[config.mk]
export PLATFORM = sky130hd
export DESIGN_NAME = dpd_tone_sequencer
export DESIGN_NICKNAME = d
export VERILOG_FILES = /design/src/rtl/dpd_tone_sequencer.sv
export SDC_FILE = /design/constraint.sdc
export NUM_CORES = 1
export LEC_CHECK = 0
export BUFFER_PORTS_ARGS = -buffer_cell sky130_fd_sc_hd__buf_2
export CAP_MARGIN = 20
export CORE_MARGIN = 10
export CORE_UTILIZATION = 37
export DETAILED_ROUTE_END_ITERATION = 12
export GPL_TIMING_DRIVEN = 0
export PLACE_DENSITY = 0.64
export SYNTH_ARGS = -nofsm -noshare
export SYNTH_HDL_FRONTEND = slang
export SYNTH_SLANG_ARGS = --single-unit
[constraint.sdc]
create_clock -name clk -period 4 [get_ports clk]
set_input_delay 0.2 -clock clk [delete_from_list [all_inputs] [get_ports clk]]
set_output_delay 0.2 -clock clk [all_outputs]
set_load 0.01 [all_outputs]
[src/rtl/dpd_tone_sequencer.sv]
// Tone scheduler for the DPD DDS: plays (freq, ampl, dwell) table entries as
// ramp-up / hold / ramp-down bursts, retuning only while the amplitude is zero.
module dpd_tone_sequencer #(
  parameter int N_STEPS = 8,
  parameter int W_FREQ  = 32,
  parameter int W_AMPL  = 16,
  parameter int W_DWELL = 24,
  parameter int AMP_INC = 64,
  localparam int AW     = $clog2(N_STEPS)
) (
  input  logic               clk,
  input  logic               reset_b,
  input  logic               cfg_we,
  input  logic [AW-1:0]      cfg_addr,
  input  logic [W_FREQ-1:0]  cfg_freq,
  input  logic [W_AMPL-1:0]  cfg_ampl,
  input  logic [W_DWELL-1:0] cfg_dwell,
  input  logic [AW:0]        n_active,
  input  logic               loop_en,
  input  logic               start,
  input  logic               stop,
  output logic               dds_start,
  output logic [W_FREQ-1:0]  dds_freq,
  output logic [W_AMPL-1:0]  dds_ampl,
  output logic [AW-1:0]      step_idx,
  output logic               busy,
  output logic               step_done,
  output logic               seq_done
);

  typedef enum logic [2:0] {
    S_IDLE,
    S_LOAD,
    S_RAMP_UP,
    S_HOLD,
    S_RAMP_DOWN,
    S_NEXT
  } state_t;

  localparam logic [W_AMPL:0]  INC_W  = (W_AMPL+1)'(AMP_INC);
  localparam logic [AW:0]      N_MAX  = (AW+1)'(N_STEPS);
  localparam logic [W_DWELL-1:0] DWELL_ONE = W_DWELL'(1);

  state_t state, state_nxt;

  logic [W_FREQ-1:0]  freq_tbl  [N_STEPS];
  logic [W_AMPL-1:0]  ampl_tbl  [N_STEPS];
  logic [W_DWELL-1:0] dwell_tbl [N_STEPS];

  logic [AW-1:0]      idx;
  logic [AW:0]        n_act;
  logic [W_AMPL-1:0]  tgt;
  logic [W_DWELL-1:0] dwell_cnt;
  logic               abort_f;

  logic [W_AMPL-1:0]  up_val;
  logic [W_AMPL-1:0]  dn_val;
  logic               start_ok;
  logic               is_last;

  // Sum is formed one bit wider so a near-full-scale target can never wrap.
  function automatic logic [W_AMPL-1:0] ramp_up_sat(input logic [W_AMPL-1:0] cur,
                                                    input logic [W_AMPL-1:0] lim);
    logic [W_AMPL:0] sum;
    sum = {1'b0, cur} + INC_W;
    return (sum >= {1'b0, lim}) ? lim : sum[W_AMPL-1:0];
  endfunction

  function automatic logic [W_AMPL-1:0] ramp_dn_sat(input logic [W_AMPL-1:0] cur);
    return ({1'b0, cur} <= INC_W) ? '0 : (cur - INC_W[W_AMPL-1:0]);
  endfunction

  assign up_val   = ramp_up_sat(dds_ampl, tgt);
  assign dn_val   = ramp_dn_sat(dds_ampl);
  assign start_ok = start && !stop && (n_active != '0) && (n_active <= N_MAX);
  assign is_last  = ({1'b0, idx} == (n_act - 1'b1));
  assign busy     = (state != S_IDLE);

  always_ff @(posedge clk or negedge reset_b) begin
    if (!reset_b) state <= S_IDLE;
    else          state <= state_nxt;
  end

  always_comb begin
    state_nxt = state;
    case (state)
      S_IDLE:      if (start_ok) state_nxt = S_LOAD;
      S_LOAD:      state_nxt = stop ? S_RAMP_DOWN : S_RAMP_UP;
      S_RAMP_UP: begin
        if (stop)               state_nxt = S_RAMP_DOWN;
        else if (up_val == tgt) state_nxt = S_HOLD;
      end
      S_HOLD:      if (stop || dwell_cnt <= DWELL_ONE) state_nxt = S_RAMP_DOWN;
      S_RAMP_DOWN: if (dn_val == '0) state_nxt = S_NEXT;
      S_NEXT: begin
        if (abort_f || stop)       state_nxt = S_IDLE;
        else if (is_last && !loop_en) state_nxt = S_IDLE;
        else                       state_nxt = S_LOAD;
      end
      default:     state_nxt = S_IDLE;
    endcase
  end

  always_ff @(posedge clk or negedge reset_b) begin
    if (!reset_b) begin
      for (int i = 0; i < N_STEPS; i++) begin
        freq_tbl[i]  <= '0;
        ampl_tbl[i]  <= '0;
        dwell_tbl[i] <= '0;
      end
    end else if (cfg_we) begin
      freq_tbl[cfg_addr]  <= cfg_freq;
      ampl_tbl[cfg_addr]  <= cfg_ampl;
      dwell_tbl[cfg_addr] <= cfg_dwell;
    end
  end

  always_ff @(posedge clk or negedge reset_b) begin
    if (!reset_b) begin
      dds_start <= 1'b0;
      dds_freq  <= '0;
      dds_ampl  <= '0;
      step_idx  <= '0;
      step_done <= 1'b0;
      seq_done  <= 1'b0;
      idx       <= '0;
      n_act     <= '0;
      tgt       <= '0;
      dwell_cnt <= '0;
      abort_f   <= 1'b0;
    end else begin
      step_done <= 1'b0;
      seq_done  <= 1'b0;
      case (state)
        S_IDLE: begin
          dds_start <= 1'b0;
          dds_ampl  <= '0;
          if (start_ok) begin
            n_act <= n_active;
            idx   <= '0;
          end
        end
        // Working registers are captured here only, so table writes to the
        // playing entry wait until that entry is loaded again.
        S_LOAD: begin
          dds_freq  <= freq_tbl[idx];
          tgt       <= ampl_tbl[idx];
          dwell_cnt <= (dwell_tbl[idx] == '0) ? DWELL_ONE : dwell_tbl[idx];
          dds_ampl  <= '0;
          dds_start <= 1'b1;
          step_idx  <= idx;
          if (stop) abort_f <= 1'b1;
        end
        S_RAMP_UP: begin
          if (stop) abort_f  <= 1'b1;
          else      dds_ampl <= up_val;
        end
        S_HOLD: begin
          if (stop) abort_f <= 1'b1;
          else if (dwell_cnt > DWELL_ONE) dwell_cnt <= dwell_cnt - DWELL_ONE;
        end
        S_RAMP_DOWN: begin
          dds_ampl <= dn_val;
          if (stop) abort_f <= 1'b1;
        end
        S_NEXT: begin
          if (abort_f || stop) begin
            abort_f   <= 1'b0;
            dds_start <= 1'b0;
          end else begin
            step_done <= 1'b1;
            if (is_last) begin
              if (loop_en) begin
                idx <= '0;
              end else begin
                seq_done  <= 1'b1;
                dds_start <= 1'b0;
              end
            end else begin
              idx <= idx + 1'b1;
            end
          end
        end
        default: ;
      endcase
    end
  end

endmodule
==> results.md, run 1 <==
* Status: complete, no violations
* Reg2Reg Setup Slack at 30 ps
* Count of cell types in the netlist at 60
* Latest clock arrival within the worst-skew pair at 620 ps
* Fin crit period at 3970 ps
* Post-synthesis adder-cell area fraction at 0.00920
* CORE AREA at 83700 um^2
* PnR worst setup slack at 29.2 ps
* Worst vdd ir at 0.370 mV
* Count leader, synth: dfrtp_1
* Endpoints failing setup at 0
* Power, Total at 24.7 mW
* P&R area growth vs syn at 18.4%
* Antenna-violating nets left at 0
* Die H at 311 um
* Largest family of logic cells by synthesized area: multiplexers
* Post-synthesis mux area share at 0.338
* Share of total power in combinational logic at 0.314
* R2r worst-path depth at 7
* Synth Instances at 2151
* Post-Syn Area at 31300 um^2
* Reg2reg end: dds_freq[14]
* DR pass1 iterations at 5
* Max-cap viol count at 0
* Synth Area in Simple Gates at 0.0406
* Peak Freq at 252 MHz
* Vias at 19600
* CTS buffer count at 74
* Post-Route Skew at 14.1 ps
* CP required at 4480 ps
* TritonCTS Sinks at 681
* Max FO, Critical Path at 10
* Row cnt at 106
* Min-Delay Path Class: input pin to flip-flop
* Vias in the first global route at 21400
* Largest net degree at the start of global routing at 128
* Post-Synth XOR/XNOR Area at 0.00772
* Final hold vios at 0
* Top cell type's share of synthesized area at 0.545
* Placed wire-length estimate at 57300 um
* Headroom to the max-slew limit at 0.264
* Grt total ovfl at 0
* LEAKAGE at 15.4 nW
* Pint at 16.8 mW
* H-tree depth at 3
* Io pins at 140
* Tot GR Track Use at 0.169
* DRC at 0
* Synth top area cells: dfrtp_1 54%, mux2_2 21%, mux4_2 10%
* CP Cell Sequence: buf_1, buf_2, buf_1, clkbuf_1, mux4_2, mux2i_1, o21ai_0
* Avg WL per Cell at 22.6 um
* Yosys top cell by area: dfrtp_1
* Final Cycle Share at 0.993
* Crit Path Class: flip-flop to flip-flop
* Seq pwr share at 0.390
* Initial antenna violation count at 15
* Post-synthesis compound-gate area fraction at 0.0382
* Critical Path Source: idx[1]
* Post-CTS Setup Bufs at 0
* Drt total wl at 82300 um
* Worst-path clk slew at 70 ps
* Crit end category: flip-flop
* Most frequent CP cell: buf_1
* Clock share of power at 0.295
* Final core occ at 0.442
* Ys Warns at 0
* NumNets Final at 2561
* RSZ-0062 raised after global routing: no
* Initial Utilization at 0.374
* Routability-driven placement congestion ratio at 0.828
* Largest stage delay, worst path at 690 ps
* First-pass GRT wire length at 129000 um
* Hold_sp: start
* Die area at 96600 um^2
* Register area share after synthesis at 0.545
* Vias per cell at 5.38
* Worst-margin pin slew at 1100 ps
* Reg2reg start: idx[1]
* Final TNS setup at 0 ps
* Worst setup SP type: flip-flop
* DR iter-0 viols at 1282
* Setup slack at placement at 45.4 ps
* Port bufs at 137
* Number of synthesized register bits at 681
* Min-Delay Path Depth at 4
* Worst Hold End: state[0]
* Switching Power at 7.88 mW
* Avg Cell Area, Syn at 14.5 um^2
* Root Driver: clkbuf_16
* Hold WS at 155 ps
* Switching share of power at 0.319
* Post-synth EDFFs at 0
* Die width at 311 um
* FFs w/ async S/R, synth at 1.00
* Syn Nets at 2259
* Ys flop type: dfrtp_1
* CTS tree: built
* Slowest stage cell, crit path: clkbuf_1
* Synth top cells by count: 681 x dfrtp_1, 582 x mux2_2, 144 x mux4_2, 108 x clkbuf_1, 101 x nand2_1
* Critical Path AT at 4450 ps
* Count of pins over their slew limit at 0
* Proportion of layout cells with a drive suffix above 1 at 0.411
* Power Density at 668 nW/um^2
* CTS Buffer Depth at 3
==> stage by stage <==
| stage | area, um^2 | instances |
|---|---|---|
| 2_1_floorplan | 31300 | 2151 |
| 3_3_place_gp | 33400 | 3422 |
| 3_5_place_dp | 33600 | 3431 |
| 4_1_cts | 37000 | 3644 |
| 5_1_grt | 37000 | 3648 |
| 6_report | 37000 | 3648 |
==> registers in the layout, summed over array words and instances (netlist names) <==
register / cells
dwell_cnt: 24
n_act: 4
freq_tbl: 256
step_done: 1
seq_done: 1
idx: 3
state: 3
dwell_tbl: 192
dds_freq: 32
dds_ampl: 16
tgt: 16
step_idx: 3
abort_f: 1
ampl_tbl: 128
dds_start: 1
==> cells in the final DEF (no fill, tap or decap), types with 39 or more instances in the layout <==
cell,instances
mux4_2,144
dlygate4sd3_1,80
mux2_2,582
mux2i_1,78
clkbuf_16,77
clkbuf_1,120
nand2_1,101
buf_2,158
nor2_1,39
o21ai_0,83
dfrtp_1,681
==> metal layers <==
metal | routed length [um] | global-route usage | vias to the layer above | share of wire
li1 | - | - | 8619 | -
met2 | 39600 | 0.276 | 433 | 0.48
met4 | 1580 | 0.0423 | 16 | 0.019
met1 | 36700 | 0.225 | 10400 | 0.45
met3 | 4320 | 0.0405 | 126 | 0.052
met5 | 102 | 0 | - | 0.0012
==> worst max-delay path: cells and delay by family (launching register included) <==
family	cells	cell delay (ps)
compound gates	1	160
buf+inv	4	2460
flops	1	430
mux	2	760
==> power by group through the flow <==
stage | registers (mW) | clock network [mW] | logic, mW
4_1_cts | 9.64 | 7.45 | 7.85
6_report | 9.65 | 7.30 | 7.77
3_3_place_gp | 9.60 | 0 | 7.50
3_5_place_dp | 9.75 | 0 | 7.74
5_1_grt | 9.86 | 7.76 | 8.51
2_1_floorplan | 9.50 | 0 | 5.40
==> cell type report <==
cell class	instances	area, um^2
Fill cell	7423	46700
Sequential cell	681	17000
Multi-Input combinational cell	1303	13600
Clock buffer	104	2170
Timing Repair Buffer	226	1700
Tap cell	1134	1420
Buffer	138	556
Clock inverter	29	442
Inverter	29	109
Antenna cell	4	10.0
==> logic make-up (layout without fill, tap and decap cells) <==
logic type      count (synthesis)  after routing
other cells                     0              4
fa+ha+maj                      23             23
buf+inv                       167            526
mux                           804            804
compound gates                193            193
flops                         681            681
simple gates                  257            257
xor+xnor                       26             26
==> worst max-delay path by stage <==
stage	end	slack (ps)	cells after the start
2_1_floorplan	dds_ampl[11]	1230	12
3_3_place_gp	dwell_tbl[155]	-10590	1
3_5_place_dp	dds_freq[29]	50	7
4_1_cts	dds_freq[29]	0.9	7
5_1_grt	dds_freq[13]	20	7
6_report	dds_freq[14]	30	7
==> what timing repair did <==
item,4_1_cts,5_1_grt
hold buffers,80,0
setup endpoints to repair,0,4
endpoints found under the hold margin,716,0
gates resized for setup,0,4
(Power assumes the default switching activity.)
==> run 2: changes to the inputs <==
--- a/config.mk
+++ b/config.mk
@@ -7,7 +7,7 @@
 export LEC_CHECK = 0
 export BUFFER_PORTS_ARGS = -buffer_cell sky130_fd_sc_hd__buf_2
 export CAP_MARGIN = 20
-export CORE_MARGIN = 10
+export CORE_MARGIN = 2
 export CORE_UTILIZATION = 37
 export DETAILED_ROUTE_END_ITERATION = 12
 export GPL_TIMING_DRIVEN = 0
==> results.md, run 2 (synthesis results as in run 1) <==
* Setup slack at placement at 108 ps
* NumNets Final at 2562
* Placed wire-length estimate at 55700 um
* Power Density at 667 nW/um^2
* Row cnt at 106
* Commonest non-fill, non-tap cell in the layout: dfrtp_1
* Peak Freq at 265 MHz
* Max reg flops at 256
* Max FO, Critical Path at 10
* P&R area growth vs syn at 18.5%
* Post-CTS Setup Bufs at 0
* Root Driver: clkbuf_16
* Pint at 16.8 mW
* Drt total wl at 81600 um
* CTS tree: built
* Port bufs at 137
* DR iter-0 viols at 1415
* Final TNS setup at 0 ps
* H-tree depth at 3
* TritonCTS Sinks at 681
* Initial Utilization at 0.374
* Worst-margin pin slew at 1020 ps
* Status: complete, no violations
* Post-Route Skew at 25.1 ps
* DRC at 0
* Min-Delay Path Class: input pin to flip-flop
* Endpoints failing setup at 0
* Avg WL per Cell at 22.3 um
* Hold WS at 130 ps
* Switching share of power at 0.321
* Fin crit period at 3780 ps
* RSZ-0062 raised after global routing: no
* CTS buffer count at 76
* Headroom to the max-slew limit at 0.317
* LEAKAGE at 15.4 nW
* Io pins at 140
* Vias per cell at 5.37
* Worst setup SP type: flip-flop
* Proportion of layout cells with a drive suffix above 1 at 0.412
* Worst vdd ir at 0.363 mV
* Most flops, register: freq_tbl
* Power, Total at 24.7 mW
* Crit end category: flip-flop
* Die H at 295 um
* CORE AREA at 83700 um^2
* Biggest regs: freq_tbl: 256 flops, dwell_tbl: 192 flops, ampl_tbl: 128 flops
* Clock share of power at 0.296
* DR pass1 iterations at 5
* Switching Power at 7.95 mW
* Final Cycle Share at 0.945
* Tot GR Track Use at 0.192
* CP required at 4530 ps
* CTS Buffer Depth at 3
* Share of total power in combinational logic at 0.313
* Largest net degree at the start of global routing at 130
* Max-cap viol count at 0
* Vias at 19600
* Latest clock arrival within the worst-skew pair at 650 ps
* Crit Path Class: flip-flop to flip-flop
* Initial antenna violation count at 10
* Count of pins over their slew limit at 0
* Placed Cells at 3430
* Die area at 86900 um^2
* Antenna-violating nets left at 0
* Fin cells at 3652
* Final hold vios at 0
* Vias in the first global route at 21100
* First-pass GRT wire length at 127000 um
* Die width at 295 um
* Most frequent cells in the layout: 681 x dfrtp_1, 582 x mux2_2, 158 x buf_2
* Seq pwr share at 0.391
* Critical Path AT at 4310 ps
* PnR worst setup slack at 220 ps
* Worst-path clk slew at 60 ps
* Fill cells at 7466
* Routability-driven placement congestion ratio at 0.845
* Grt total ovfl at 0
[run 2: changes by cell type in the layout (fill, tap and decap cells not counted), moves of 2 or more]
cell	previous run	this run
clkinv_8	0	2
clkinvlp_4	1	3
clkinv_4	0	2
clkbuf_8	14	20
clkinv_2	13	9
clkbuf_2	2	0
inv_6	2	4
bufinv_16	10	8
diode_2	4	6
[run 2: critical path: stages (launching register included)]
cell	delay (ps)
dfrtp_1	420
buf_1	650
clkbuf_1	730
mux4_2	430
mux2i_1	560
nand4_1	190
nor4_1	290
a221oi_1	180
o221ai_1	230
[run 2: routing by layer]
metal | GRT usage | routed length, um | share of wire | vias to the layer above
li1 | - | - | - | 8634
met1 | 0.254 | 35300 | 0.43 | 10400
met2 | 0.319 | 40200 | 0.49 | 466
met3 | 0.0419 | 4430 | 0.054 | 126
met4 | 0.0493 | 1650 | 0.020 | 10
met5 | 0 | 68 | 0.00083 | -
[run 2: final cells by class]
type | count | area (um^2) | area share
plain buffers | 137 | 556 | 0.0150
multi-input cells | 1303 | 13600 | 0.366
repair buffers | 226 | 1700 | 0.0458
diodes | 6 | 15.0 | 0.000405
flip-flops and latches | 681 | 17000 | 0.460
clock buffers | 106 | 2200 | 0.0595
well taps | 1134 | 1420 | 0.0383
inverters | 29 | 109 | 0.00294
clock inverters | 30 | 443 | 0.0119
[run 2: what timing repair did]
item | 4_1_cts | 5_1_grt
hold buffers | 80 | 0
gates resized for setup | 0 | 1
endpoints found under the setup margin | 0 | 2
hold endpoints to repair | 709 | 0
[run 2: per-stage QoR]
step | area, um^2 | util
after floorplan | 31300 | -
after global placement | 33400 | 0.399
after detailed placement | 33600 | 0.401
after CTS | 37000 | 0.443
after global routing | 37100 | 0.443
final | 37100 | 0.443
[run 2: final timing paths]
path,from,endpoint,slack (ps),depth (start not counted)
setup / recovery,idx[1],dwell_cnt[0],220,8
hold / removal,cfg_addr[0],dwell_tbl[167],130,4
setup reg to reg,idx[1],dwell_cnt[0],220,8
hold reg to reg,dds_freq[10],dds_freq[10],480,2
max in group asynchronous,reset_b,dwell_tbl[184],2190,5
min in group asynchronous,reset_b,dds_freq[9],220,3
[run 2: power groups by stage]
stage / logic, mW / registers, mW / clock network [mW]
5_1_grt: 8.45 / 9.88 / 7.76
3_5_place_dp: 7.69 / 9.76 / 0
6_report: 7.74 / 9.67 / 7.33
3_3_place_gp: 7.44 / 9.61 / 0
2_1_floorplan: 5.40 / 9.50 / 0
4_1_cts: 7.80 / 9.65 / 7.46
